`src/rtl/life_run_ctrl_if.sv`:
```
// Command and frame handshake bundle between the Life host/display side and life_run_ctrl.
// Both channels transfer on a clock edge where valid and ready are high together; valid, once raised, holds until that edge.
interface life_run_ctrl_if;
   logic        cmd_valid;
   logic        cmd_ready;
   logic [1:0]  cmd_op;
   logic [31:0] cmd_arg;
   logic        frame_valid;
   logic        frame_ready;

   modport master (output cmd_valid, cmd_op, cmd_arg, frame_ready,
                   input  cmd_ready, frame_valid);
   modport slave  (input  cmd_valid, cmd_op, cmd_arg, frame_ready,
                   output cmd_ready, frame_valid);
endinterface

```
`src/rtl/life_run_ctrl.sv`:
```
// Life array sequencer: LFSR seeding, reset/step strobes, frame handshake and generation count.
// Define LIFE_STILL_DETECT_EN to also halt a run when a generation leaves the array unchanged.
module life_run_ctrl #(
   parameter int WIDTH    = 20,
   parameter int HEIGHT   = 20,
   parameter int CELL_NUM = WIDTH * HEIGHT
) (
   input  logic                clock,
   input  logic                reset,
   life_run_ctrl_if.slave      bus,
   input  logic [CELL_NUM-1:0] states,
   output logic [CELL_NUM-1:0] array_init,
   output logic                array_reset,
   output logic                array_step,
   output logic [31:0]         gen_count,
   output logic                busy,
   output logic                done,
   output logic [1:0]          halt_reason,
   output logic                cmd_err,
   output logic [2:0]          state_dbg
);
   localparam int          IDX_W = (CELL_NUM > 1) ? $clog2(CELL_NUM) : 1;
   localparam logic [31:0] TAPS  = 32'h8020_0003;

   localparam logic [1:0] OP_LOAD = 2'd1;
   localparam logic [1:0] OP_RUN  = 2'd2;
   localparam logic [1:0] OP_STOP = 2'd3;

   localparam logic [1:0] HALT_COUNT   = 2'd0;
   localparam logic [1:0] HALT_STOP    = 2'd1;
   localparam logic [1:0] HALT_EXTINCT = 2'd2;
   localparam logic [1:0] HALT_STILL   = 2'd3;

   typedef enum logic [2:0] {
      S_IDLE, S_FILL, S_PULSE, S_SETTLE, S_SHOW, S_STEP
   } state_t;

   state_t             state;
   logic [31:0]        lfsr;
   logic [31:0]        lfsr_next;
   logic [31:0]        remaining;
   logic [IDX_W-1:0]   idx;
   logic               unbounded;
   logic               from_load;
   logic               stop_pending;
   logic               cmd_fire;
   logic               stop_cmd;
   logic               stop_now;
   logic               still;

   assign bus.cmd_ready = ~reset;
   assign cmd_fire      = bus.cmd_valid & bus.cmd_ready;
   assign stop_cmd      = cmd_fire && (bus.cmd_op == OP_STOP);
   // A STOP arriving in the same cycle as a decision point counts as already pending.
   assign stop_now      = stop_pending | stop_cmd;
   assign busy          = (state != S_IDLE);
   assign state_dbg     = state;
   assign lfsr_next     = {1'b0, lfsr[31:1]} ^ (lfsr[0] ? TAPS : 32'h0);

`ifdef LIFE_STILL_DETECT_EN
   logic [CELL_NUM-1:0] prev;
   assign still = (states == prev);
`else
   assign still = 1'b0;
`endif

   // Strobes and frame_valid are registered: each is high during the state after the one that set it.
   always_ff @(posedge clock) begin
      if (reset) begin
         state           <= S_IDLE;
         array_reset     <= 1'b0;
         array_step      <= 1'b0;
         bus.frame_valid <= 1'b0;
         done            <= 1'b0;
         cmd_err         <= 1'b0;
         gen_count       <= 32'd0;
         halt_reason     <= HALT_COUNT;
         array_init      <= '0;
         lfsr            <= 32'd1;
         stop_pending    <= 1'b0;
         idx             <= '0;
         remaining       <= 32'd0;
         unbounded       <= 1'b0;
         from_load       <= 1'b0;
`ifdef LIFE_STILL_DETECT_EN
         prev            <= '0;
`endif
      end else begin
         array_reset <= 1'b0;
         array_step  <= 1'b0;
         done        <= 1'b0;
         cmd_err     <= 1'b0;

         if (state != S_IDLE && cmd_fire) begin
            if (stop_cmd)
               stop_pending <= 1'b1;
            else if (bus.cmd_op == OP_LOAD || bus.cmd_op == OP_RUN)
               cmd_err <= 1'b1;
         end

         case (state)
            S_IDLE: begin
               if (cmd_fire && bus.cmd_op == OP_LOAD) begin
                  lfsr      <= (bus.cmd_arg == 32'd0) ? 32'd1 : bus.cmd_arg;
                  idx       <= '0;
                  gen_count <= 32'd0;
                  from_load <= 1'b1;
                  state     <= S_FILL;
               end else if (cmd_fire && bus.cmd_op == OP_RUN) begin
                  remaining <= bus.cmd_arg;
                  unbounded <= (bus.cmd_arg == 32'd0);
                  from_load <= 1'b0;
                  state     <= S_STEP;
               end
            end
            S_FILL: begin
               lfsr            <= lfsr_next;
               array_init[idx] <= lfsr_next[0];
               idx             <= idx + 1'b1;
               if (stop_now) begin
                  stop_pending <= 1'b0;
                  done         <= 1'b1;
                  halt_reason  <= HALT_STOP;
                  state        <= S_IDLE;
               end else if (idx == IDX_W'(CELL_NUM - 1)) begin
                  state <= S_PULSE;
               end
            end
            S_PULSE: begin
               array_reset <= 1'b1;
               state       <= S_SETTLE;
            end
            S_STEP: begin
               array_step <= 1'b1;
               gen_count  <= gen_count + 32'd1;
`ifdef LIFE_STILL_DETECT_EN
               prev       <= states;
`endif
               if (!unbounded)
                  remaining <= remaining - 32'd1;
               state <= S_SETTLE;
            end
            S_SETTLE: begin
               bus.frame_valid <= 1'b1;
               state           <= S_SHOW;
            end
            S_SHOW: begin
               if (bus.frame_ready) begin
                  bus.frame_valid <= 1'b0;
                  stop_pending    <= 1'b0;
                  if (from_load) begin
                     done <= 1'b1; halt_reason <= HALT_COUNT; state <= S_IDLE;
                  end else if (stop_now) begin
                     done <= 1'b1; halt_reason <= HALT_STOP; state <= S_IDLE;
                  end else if (states == '0) begin
                     done <= 1'b1; halt_reason <= HALT_EXTINCT; state <= S_IDLE;
                  end else if (still) begin
                     done <= 1'b1; halt_reason <= HALT_STILL; state <= S_IDLE;
                  end else if (!unbounded && remaining == 32'd0) begin
                     done <= 1'b1; halt_reason <= HALT_COUNT; state <= S_IDLE;
                  end else begin
                     state <= S_STEP;
                  end
               end
            end
            default: state <= S_IDLE;
         endcase
      end
   end
endmodule

```
`src/flat_wrapper.sv`:
```
// flat-port wrapper written by rule: the top's interface ports become plain ports
module life_run_ctrl_flat 
#(
   parameter int WIDTH    = 20,
   parameter int HEIGHT   = 20,
   parameter int CELL_NUM = WIDTH * HEIGHT
)
  (clock, reset, states, array_init, array_reset, array_step, gen_count, busy, done, halt_reason, cmd_err, state_dbg, bus_cmd_valid, bus_cmd_op, bus_cmd_arg, bus_frame_ready, bus_cmd_ready, bus_frame_valid);
  life_run_ctrl_if bus_i ();
  input  logic clock;
  input  logic reset;
  input  logic [CELL_NUM-1:0] states;
  output logic [CELL_NUM-1:0] array_init;
  output logic array_reset;
  output logic array_step;
  output logic [31:0] gen_count;
  output logic busy;
  output logic done;
  output logic [1:0] halt_reason;
  output logic cmd_err;
  output logic [2:0] state_dbg;
  input wire logic [$bits(bus_i.cmd_valid)-1:0] bus_cmd_valid;
  input wire logic [$bits(bus_i.cmd_op)-1:0] bus_cmd_op;
  input wire logic [$bits(bus_i.cmd_arg)-1:0] bus_cmd_arg;
  input wire logic [$bits(bus_i.frame_ready)-1:0] bus_frame_ready;
  output wire logic [$bits(bus_i.cmd_ready)-1:0] bus_cmd_ready;
  output wire logic [$bits(bus_i.frame_valid)-1:0] bus_frame_valid;
  assign bus_i.cmd_valid = bus_cmd_valid;
  assign bus_i.cmd_op = bus_cmd_op;
  assign bus_i.cmd_arg = bus_cmd_arg;
  assign bus_i.frame_ready = bus_frame_ready;
  assign bus_cmd_ready = bus_i.cmd_ready;
  assign bus_frame_valid = bus_i.frame_valid;
  life_run_ctrl #(.WIDTH(WIDTH), .HEIGHT(HEIGHT), .CELL_NUM(CELL_NUM)) u_core (.clock(clock), .reset(reset), .bus(bus_i), .states(states), .array_init(array_init), .array_reset(array_reset), .array_step(array_step), .gen_count(gen_count), .busy(busy), .done(done), .halt_reason(halt_reason), .cmd_err(cmd_err), .state_dbg(state_dbg));
endmodule
```
`config.mk`:
```
export PLATFORM = sky130hd
export DESIGN_NAME = life_run_ctrl_flat
export DESIGN_NICKNAME = d
export VERILOG_FILES = /design/src/rtl/life_run_ctrl_if.sv /design/src/rtl/life_run_ctrl.sv /design/src/flat_wrapper.sv
export SDC_FILE = /design/constraint.sdc
export NUM_CORES = 1
export LEC_CHECK = 0
export BUFFER_PORTS_ARGS = -buffer_cell sky130_fd_sc_hd__buf_2
export CAP_MARGIN = 20
export CORE_AREA = 2 2 348 350
export CTS_CLUSTER_SIZE = 16
export DETAILED_ROUTE_END_ITERATION = 16
export DIE_AREA = 0 0 350 352
export GPL_ROUTABILITY_DRIVEN = 0
export GPL_TIMING_DRIVEN = 1
export PLACE_DENSITY = 0.45
export SETUP_SLACK_MARGIN = 0.3
export SKIP_LAST_GASP = 1
export SYNTH_ARGS = -nofsm -noshare
export SYNTH_HDL_FRONTEND = slang
export SYNTH_SLANG_ARGS = --single-unit
```
`constraint.sdc`:
```
create_clock -name clock -period 3.1 [get_ports clock]
set_input_delay 0.465 -clock clock [delete_from_list [all_inputs] [get_ports clock]]
set_output_delay 0.465 -clock clock [all_outputs]
set_load 0.05 [all_outputs]
```
==> results of run 1 <==
==> cell usage in the layout (no fill, tap or decap), drive strengths merged, types with 8 or more instances in the layout <==
master and instances:
mux2 12, a211oi 42, diode 18, or3 13, bufinv 8, inv 20, and2 17, a22oi 36
nor3 175, a21oi 377, nand2 126, nor4 121, dfxtp 518, and3 16, nand4 42, nand3 32
clkinv 12, a31oi 80, o21ai 47, ha 10, o211ai 8, nor2 173, a311oi 298, buf 1008
clkbuf 95
==> worst min-delay path by stage <==
stage | endpoint | startpoint | slack, ns
final | u_core.lfsr[21] | bus_cmd_arg[21] | 0.16
after global routing | u_core.lfsr[14] | bus_cmd_arg[14] | 0.13
after CTS | u_core.lfsr[14] | bus_cmd_arg[14] | 0.1
after detailed placement | u_core.lfsr[17] | u_core.lfsr[17] | 0.45
after global placement | u_core.lfsr[5] | u_core.lfsr[5] | 0.44
after floorplan | u_core.lfsr[10] | u_core.lfsr[10] | 0.44
==> tightest hold or removal path: stages <==
cell	delay (ns)
buf_2	0.14
nand2_1	0.06
a311oi_1	0.07
==> state kept, by name, summed over array words and instances, names as in the netlist <==
| name | flops |
|---|---|
| u_core.lfsr | 32 |
| u_core.array_reset | 1 |
| u_core.bus.frame_valid | 1 |
| u_core.array_step | 1 |
| u_core.array_init | 400 |
| u_core.idx | 9 |
| u_core.cmd_err | 1 |
| u_core.from_load | 1 |
| u_core.remaining | 32 |
| u_core.halt_reason | 2 |
| u_core.stop_pending | 1 |
| u_core.unbounded | 1 |
| u_core.gen_count | 32 |
| u_core.state_dbg | 3 |
| u_core.done | 1 |
==> routing by layer <==
metal  vias to the layer above  global-route usage  share of wire
li1                      11500                   -              -
met1                     11700               0.261           0.46
met2                      1138               0.254           0.41
met3                       209              0.0755           0.10
met4                        18              0.0632          0.031
met5                         -             0.00785         0.0021
==> layout make-up <==
cell class	count	area, um2
Tap cell	1612	2020
Timing Repair Buffer	1008	5740
Inverter	13	48.8
Clock buffer	95	1930
Sequential cell	518	10400
Fill cell	13000	88200
Multi-Input combinational cell	1723	10600
Clock inverter	30	433
Antenna cell	18	45.0
==> repair_timing <==
action	in CTS	in global routing
gates resized for setup	1	4
endpoints found under the setup margin	3	71
buffers inserted	0	5
pin swaps	0	2
==> through the flow <==
stage,cell area (um2),worst slack (ns),instances
after detailed placement,28700,-0.0440,4868
final,31200,0.483,5017
after global routing,31100,0.391,5005
after CTS,31100,0.317,4993
after global placement,28700,-0.00601,4868
after floorplan,22000,0.550,2554
==> synthesized netlist by cell type, types with 4 or more instances <==
cell type and count:
buf_1 21, nand2_1 126, nor3_1 174, buf_2 19, or2_2 7, xor2_1 5, a211oi_1 42, o211ai_1 8
or4_1 4, nor3b_1 7, o21ai_0 45, dfxtp_1 518, and4_1 7, nor2_1 173, nand3_1 32, or3_1 11
inv_1 13, nand3b_1 5, ha_1 10, nand2b_1 4, o41ai_1 4, mux2_2 10, and3_1 15, a31oi_1 80
o21a_1 4, and2_1 17, a311oi_1 298, clkbuf_1 258, nor4_1 118, a22oi_1 36, a21oi_1 377, nand4_1 42
==> power breakdown <==
group          leakage (nW)  total [mW]  switching [mW]  internal (mW)
sequential             4.17        6.91           0.138           6.77
clock                  1.16        8.39            3.30           5.08
combinational          6.54        3.83            2.78           1.05
total                  11.9        19.1            6.22           12.9
==> cell families after synthesis <==
logic type | Yosys count
adder cells (fa/ha/maj) | 10
AND/OR/NAND/NOR | 763
flip-flops | 518
multiplexers | 15
XOR/XNOR | 8
AO/OA/AOI/OAI | 927
buffers and inverters | 313
==> summary.txt, run 1 <==
Status
  • Status: completed

Critical path
  • WP data required: 3.61 ns
  • Worst Reg-to-Reg Cells: 6
  • Critical-path maximum fanout: 3
  • Most Frequent Cell on Critical Path: buf_4
  • Critical Path Stages: 10
  • Startpoint class of the critical path: input pin
  • Cell-by-cell trace of the critical path: buf_2 -> nor4_1 -> buf_4 -> nand4_1 -> nor4_1 -> buf_4 -> nand4_1 -> buf_4 -> o21a_2 -> a311o_1
  • Cell family contributing the most delay on the critical path: simple AND/OR/NAND/NOR gates
  • Buffers & Inverters on Critical Path: 4
  • Worst R2R Setup Slack: between 0.5 and 0.6 ns
  • Maximum cell stage delay along the critical path: ~0.56 ns
  • Critical Path Sink: u_core.halt_reason[1]
  • Startpoint of the most critical register-to-register path: u_core.remaining[24]
  • Arrival time of data at the critical path endpoint: ~3.1 ns
  • Capture point of the worst reg-to-reg path: u_core.halt_reason[1]
  • Worst setup path startpoint: states[1]
  • Worst Setup End Kind: register
  • Slowest cell on the critical path: nor4_1
  • Worst setup path class: input pin to register

Synth
  • Post-synthesis register bit count: ~520
  • Synth top area cells: dfxtp_1, a311oi_1, a21oi_1, clkbuf_1, nor3_1
  • Share of synthesized flip-flops with an asynchronous set or reset: 0
  • Synthesized-area fraction occupied by adder cells: 0.00568
  • Compound-gate portion of the synthesized area: 0.282
  • Mux cell area share after synthesis: 0.00750
  • Fraction of synthesized cell area taken by the top area cell type: 0.471
  • Post-synthesis cell type with the largest combined area: dfxtp_1
  • Prevailing post-synth register cell: dfxtp_1
  • Cell area after technology mapping: between 20000 and 25000 um2
  • Warning count from the yosys run: 0
  • Area fraction in and, or, nand and nor cells after synthesis: 0.175
  • Xor/xnor share of the synthesized area: 0.00318
  • Number of flops mapped to enable cells by yosys: 0
  • Instance count of the mapped netlist: ~2.6k
  • Mean cell area of the mapped netlist: 8.63 um2
  • Main combinational cell family by area after synthesis: compound AO/OA/AOI/OAI gates
  • Synth unique cells: 70
  • Synthesized netlist net count: between 3k and 4k
  • Portion of the post-synthesis area used by sequential elements: 0.471

Pwr
  • Reported leakage power: 11.9 nW
  • Ratio of total power to cell area: a little over 600 nW/um2
  • Power consumption: approximately 19 mW
  • VDD IR-drop max: 0.338 mV

Clocking
  • Hold bufs inserted after CTS: 0
  • Buffer depth of the longest clock path: 3
  • Root buffer cell: clkbuf_16
  • TritonCTS clock tree: yes
  • Total CTS buffers: between 60 and 70
  • CTS HTree Levels: 3
  • Clk Latency, worst-skew pair: 0.65 ns
  • Clock Sink Count: ~520
  • Clock slew seen by the registers of the worst setup and hold paths: 0.06 ns

Route
  • DRT antenna net count: 0
  • Wire length per cell after detailed routing: around 24 um
  • Number of DRC markers in iteration 0: ~2.4k
  • Remaining routing DRC violations: 0
  • Number of detailed-route iterations in the first pass: 7
  • Number of vias after detailed routing: between 20k and 25k
  • Avg Vias per Cell: 4.89
  • Total wire length: 121000 um

Floorplanning
  • Area of the die: between 100000 and 150000 um2
  • Die outline height: approximately 350 um
  • Horizontal extent of the die: roughly 350 um
  • Ports placed on the boundary: a little under 900
  • Initial Utilization: 0.185
  • Core region area: about 120000 um2
  • Rows: 127

Global routing
  • First-pass GRT wire length: between 150000 and 200000 um
  • Overflow left after global routing: 0
  • Total GRT Usage: 0.187
  • Antenna violations before repair: 27
  • Via count of the first global-routing pass: about 22k
  • Maximum number of pins on one net before global-route repair: around 210

Cells and area
  • Synthesis-to-finish area growth: 41.5%
  • Share of layout cells above drive strength 1: 0.353
  • Total number of nets in the final design: 3780
  • Final cell utilization of the core: 0.261

Timing
  • Final Skew: between 0.02 and 0.025 ns
  • Hold slack final: 0.162 ns
  • Fin crit period: between 2 and 3 ns
  • Sum Neg Setup Slack: 0 ns
  • Headroom to the max-slew limit: 0.263
  • Timing-limited maximum frequency: 382 MHz
  • Share of the clock period used by the worst path after layout: 0.844
  • Unrepaired setup endpoints after global routing: no
  • Max-slew violation count: 0
  • Total setup violations reported at the end of the flow: 0
  • Slew at the pin closest to its max-slew limit: between 1 and 1.5 ns
  • Final hold viol count: 0

Placement
  • PortBufs: 881
  • Detailed placement HPWL: 88400 um

Hold path
  • Hold WC Path Type: input pin to register
  • Hold-critical path depth: 3

Flow run
  • Max-Cap Viols: 0
(Power assumes the default switching activity.)
==> run 2: changes to the inputs <==
--- a/config.mk
+++ b/config.mk
@@ -7,13 +7,13 @@
 export LEC_CHECK = 0
 export BUFFER_PORTS_ARGS = -buffer_cell sky130_fd_sc_hd__buf_2
 export CAP_MARGIN = 20
-export CORE_AREA = 2 2 348 350
+export CORE_AREA = 2 2 342 344
 export CTS_CLUSTER_SIZE = 16
 export DETAILED_ROUTE_END_ITERATION = 16
-export DIE_AREA = 0 0 350 352
+export DIE_AREA = 0 0 344 346
 export GPL_ROUTABILITY_DRIVEN = 0
 export GPL_TIMING_DRIVEN = 1
-export PLACE_DENSITY = 0.45
+export PLACE_DENSITY = 0.47
 export SETUP_SLACK_MARGIN = 0.3
 export SKIP_LAST_GASP = 1
 export SYNTH_ARGS = -nofsm -noshare
==> constraint.sdc (replaced) <==
create_clock -name clock -period 2.2 [get_ports clock]
set_input_delay 0.33 -clock clock [delete_from_list [all_inputs] [get_ports clock]]
set_output_delay 0.33 -clock clock [all_outputs]
set_load 0.05 [all_outputs]
==> run 2 against run 1 <==
  * The run now ends with setup timing left
  * Clock power rose by 35%
  * Combinational power up 100%
  * Clock skew is 0.0011 ns higher
  * Wire length grew 13%
  * Hold slack worse by 0.098 ns
==> summary.txt, run 2 (synthesis results as in run 1) <==
Clocking
  • Total CTS buffers: 66 (was 68)
  • TritonCTS clock tree: yes (unchanged)
  • Clk Latency, worst-skew pair: 0.63 ns (was 0.65 ns)
  • Root buffer cell: clkbuf_16 (unchanged)
  • CTS HTree Levels: 3 (unchanged)
  • Clock Sink Count: 518 (unchanged)
  • Buffer depth of the longest clock path: 3 (unchanged)
  • Clock slew seen by the registers of the worst setup and hold paths: 0.07 ns (was 0.06 ns)

Critical path
  • Worst setup path startpoint: u_core.state_dbg[0] (was states[1])
  • Startpoint class of the critical path: register (was input pin)
  • Worst Reg-to-Reg Cells: 10 (was 6)
  • Startpoint of the most critical register-to-register path: u_core.state_dbg[0] (was u_core.remaining[24])
  • Arrival time of data at the critical path endpoint: 2.82 ns (was 3.13 ns)
  • Capture point of the worst reg-to-reg path: u_core.array_init[134] (was u_core.halt_reason[1])
  • Maximum cell stage delay along the critical path: 0.47 ns (was 0.56 ns)
  • Worst setup path class: register to register (was input pin to register)
  • WP data required: 2.74 ns (was 3.61 ns)
  • Cell-by-cell trace of the critical path: or3b_4 -> buf_6 -> buf_6 -> nor3b_4 -> buf_12 -> buf_12 -> nand2_8 -> nor2_4 -> nor2_1 -> a211oi_1 (was buf_2 -> nor4_1 -> buf_4 -> nand4_1 -> nor4_1 -> buf_4 -> nand4_1 -> buf_4 -> o21a_2 -> a311o_1)
  • Critical-path maximum fanout: 6 (was 3)
  • Worst Setup End Kind: register (unchanged)
  • Worst R2R Setup Slack: -0.09 ns (was 0.51 ns)
  • Slowest cell on the critical path: or3b_4 (was nor4_1)

Cells and area
  • Flip-flop count of the largest register, all copies and words added: 400 (unchanged)
  • Final cell utilization of the core: 0.324 (was 0.261)
  • Leading cell type in the layout, fill and taps excluded: buf_2 (unchanged)
  • Post-layout instance count excluding filler cells: 5172 (was 5017)
  • Share of layout cells above drive strength 1: 0.492 (was 0.353)
  • Register ranked first by flip-flop count: u_core.array_init (unchanged)
  • Most frequent cells in the layout: buf_2, dfxtp_1, a21oi_1 (unchanged)
  • Synthesis-to-finish area growth: 69.6% (was 41.5%)
  • Filler cells: 12.1k (was 13.0k)
  • Total number of nets in the final design: 4043 (was 3780)

Route
  • Avg Vias per Cell: 5.11 (was 4.89)
  • Number of DRC markers in iteration 0: 2507 (was 2371)
  • DRT antenna net count: 0 (unchanged)
  • Number of vias after detailed routing: 26.5k (was 24.6k)
  • Total wire length: 136000 um (was 121000 um)
  • Remaining routing DRC violations: 0 (unchanged)
  • Number of detailed-route iterations in the first pass: 7 (unchanged)
  • Wire length per cell after detailed routing: 26.2 um (was 24.0 um)

Pwr
  • VDD IR-drop max: 0.466 mV (was 0.338 mV)
  • Reported leakage power: 14.4 nW (was 11.9 nW)
  • Power consumption: 28.7 mW (was 19.1 mW)
  • Ratio of total power to cell area: 769 nW/um2 (was 614 nW/um2)

Placement
  • Dpl ws: -0.732 ns (was -0.0440 ns)
  • Post-placement cell count: 4862 (was 4868)
  • Detailed placement HPWL: 81700 um (was 88400 um)
  • PortBufs: 881 (unchanged)

Floorplanning
  • Horizontal extent of the die: 344 um (was 350 um)
  • Die outline height: 346 um (was 352 um)
  • Initial Utilization: 0.191 (was 0.185)
  • Area of the die: 119000 um2 (was 123000 um2)
  • Rows: 125 (was 127)
  • Ports placed on the boundary: 882 (unchanged)
  • Core region area: 115000 um2 (was 119000 um2)

Global routing
  • Total GRT Usage: 0.194 (was 0.187)
  • Via count of the first global-routing pass: 23.9k (was 22.3k)
  • Antenna violations before repair: 22 (was 27)
  • Overflow left after global routing: 0 (unchanged)
  • First-pass GRT wire length: 172000 um (was 169000 um)
  • Maximum number of pins on one net before global-route repair: 171 (was 208)

Status
  • Violations in the final reports: setup timing
  • Status: complete, but fails checks (was completed)

Timing
  • Hold slack final: 0.0632 ns (was 0.162 ns)
  • Timing-limited maximum frequency: between 400 and 500 MHz
  • Headroom to the max-slew limit: 0.192 (was 0.263)
  • Fin crit period: between 2 and 2.5 ns
  • Total setup violations reported at the end of the flow: 75 (was 0)
  • Max-slew violation count: 0 (unchanged)
  • Share of the clock period used by the worst path after layout: 1.04
  • Slew at the pin closest to its max-slew limit: 1.21 ns (was 1.11 ns)
  • Final hold viol count: 0 (unchanged)
  • Unrepaired setup endpoints after global routing: yes (was no)
  • Least setup slack across all paths after layout: -0.0851 ns (was 0.483 ns)
  • Final Skew: 0.0239 ns (was 0.0228 ns)

Hold path
  • Hold WC Path Type: input pin to register (unchanged)
  • Hold-critical path depth: 3 (unchanged)
  • Critical hold path startpoint: bus_cmd_arg[12] (was bus_cmd_arg[21])
  • Hold endpoint: u_core.lfsr[12] (was u_core.lfsr[21])

Flow run
  • Max-Cap Viols: 0 (unchanged)
[run 2: final cells by class]
class,count,area (um2),area share
sequential,518,10400,0.279
antenna,4,10.0,0.000268
clock inverter,24,262,0.00700
multi-input combinational,1730,12600,0.338
inverter,13,51.3,0.00137
timing repair buffer,1266,10100,0.270
clock buffer,93,1970,0.0527
tap,1524,1910,0.0510
[run 2: worst max-delay path by stage]
stage,to,slack (ns),cells past startpoint
3_3_place_gp,u_core.halt_reason[1],-0.71,9
2_1_floorplan,u_core.halt_reason[0],-0.03,7
5_1_grt,u_core.array_init[259],-0.20,8
6_report,u_core.array_init[134],-0.09,10
4_1_cts,u_core.state_dbg[2],-0.10,6
3_5_place_dp,u_core.halt_reason[1],-0.73,9
[run 2: metrics by stage]
stage	instance area, um2	setup TNS (ns)
floorplan	23400	-0.0767
global placement	30400	-7.53
detailed placement	30400	-8.74
CTS	34400	-5.02
global route	37400	-24.67
finish	37400	-2.45
[run 2: per-layer routing]
metal | share of wire | vias to the layer above | track usage
met2 | 0.45 | 1243 | 0.311
met4 | 0.032 | 10 | 0.0635
met5 | 0.00052 | - | 0
met1 | 0.44 | 13000 | 0.260
met3 | 0.075 | 189 | 0.0369
li1 | - | 12000 | -
[run 2: worst max-delay path: cells and delay by family (launching register included)]
kind                   cells  cell delay (ns)
AOI/OAI and AO/OA          1             0.18
buffers and inverters      4             0.59
DFF                        1             0.37
and+or+nand+nor            5             1.04
[run 2: what timing repair did]
action | 4_1_cts | 5_1_grt
buffers inserted | 44 | 57
endpoints found under the hold margin | 7 | 0
hold buffers | 7 | 0
resized for setup | 146 | 253
gates cloned | 29 | 52
pin swaps | 100 | 163
endpoints found under the setup margin | 490 | 500
[run 2: report_power, final]
part           leakage, nW  internal, mW  switching (mW)
sequential            4.19          9.55           0.183
clock                 1.10          6.64            4.70
combinational         9.15          2.86            4.80
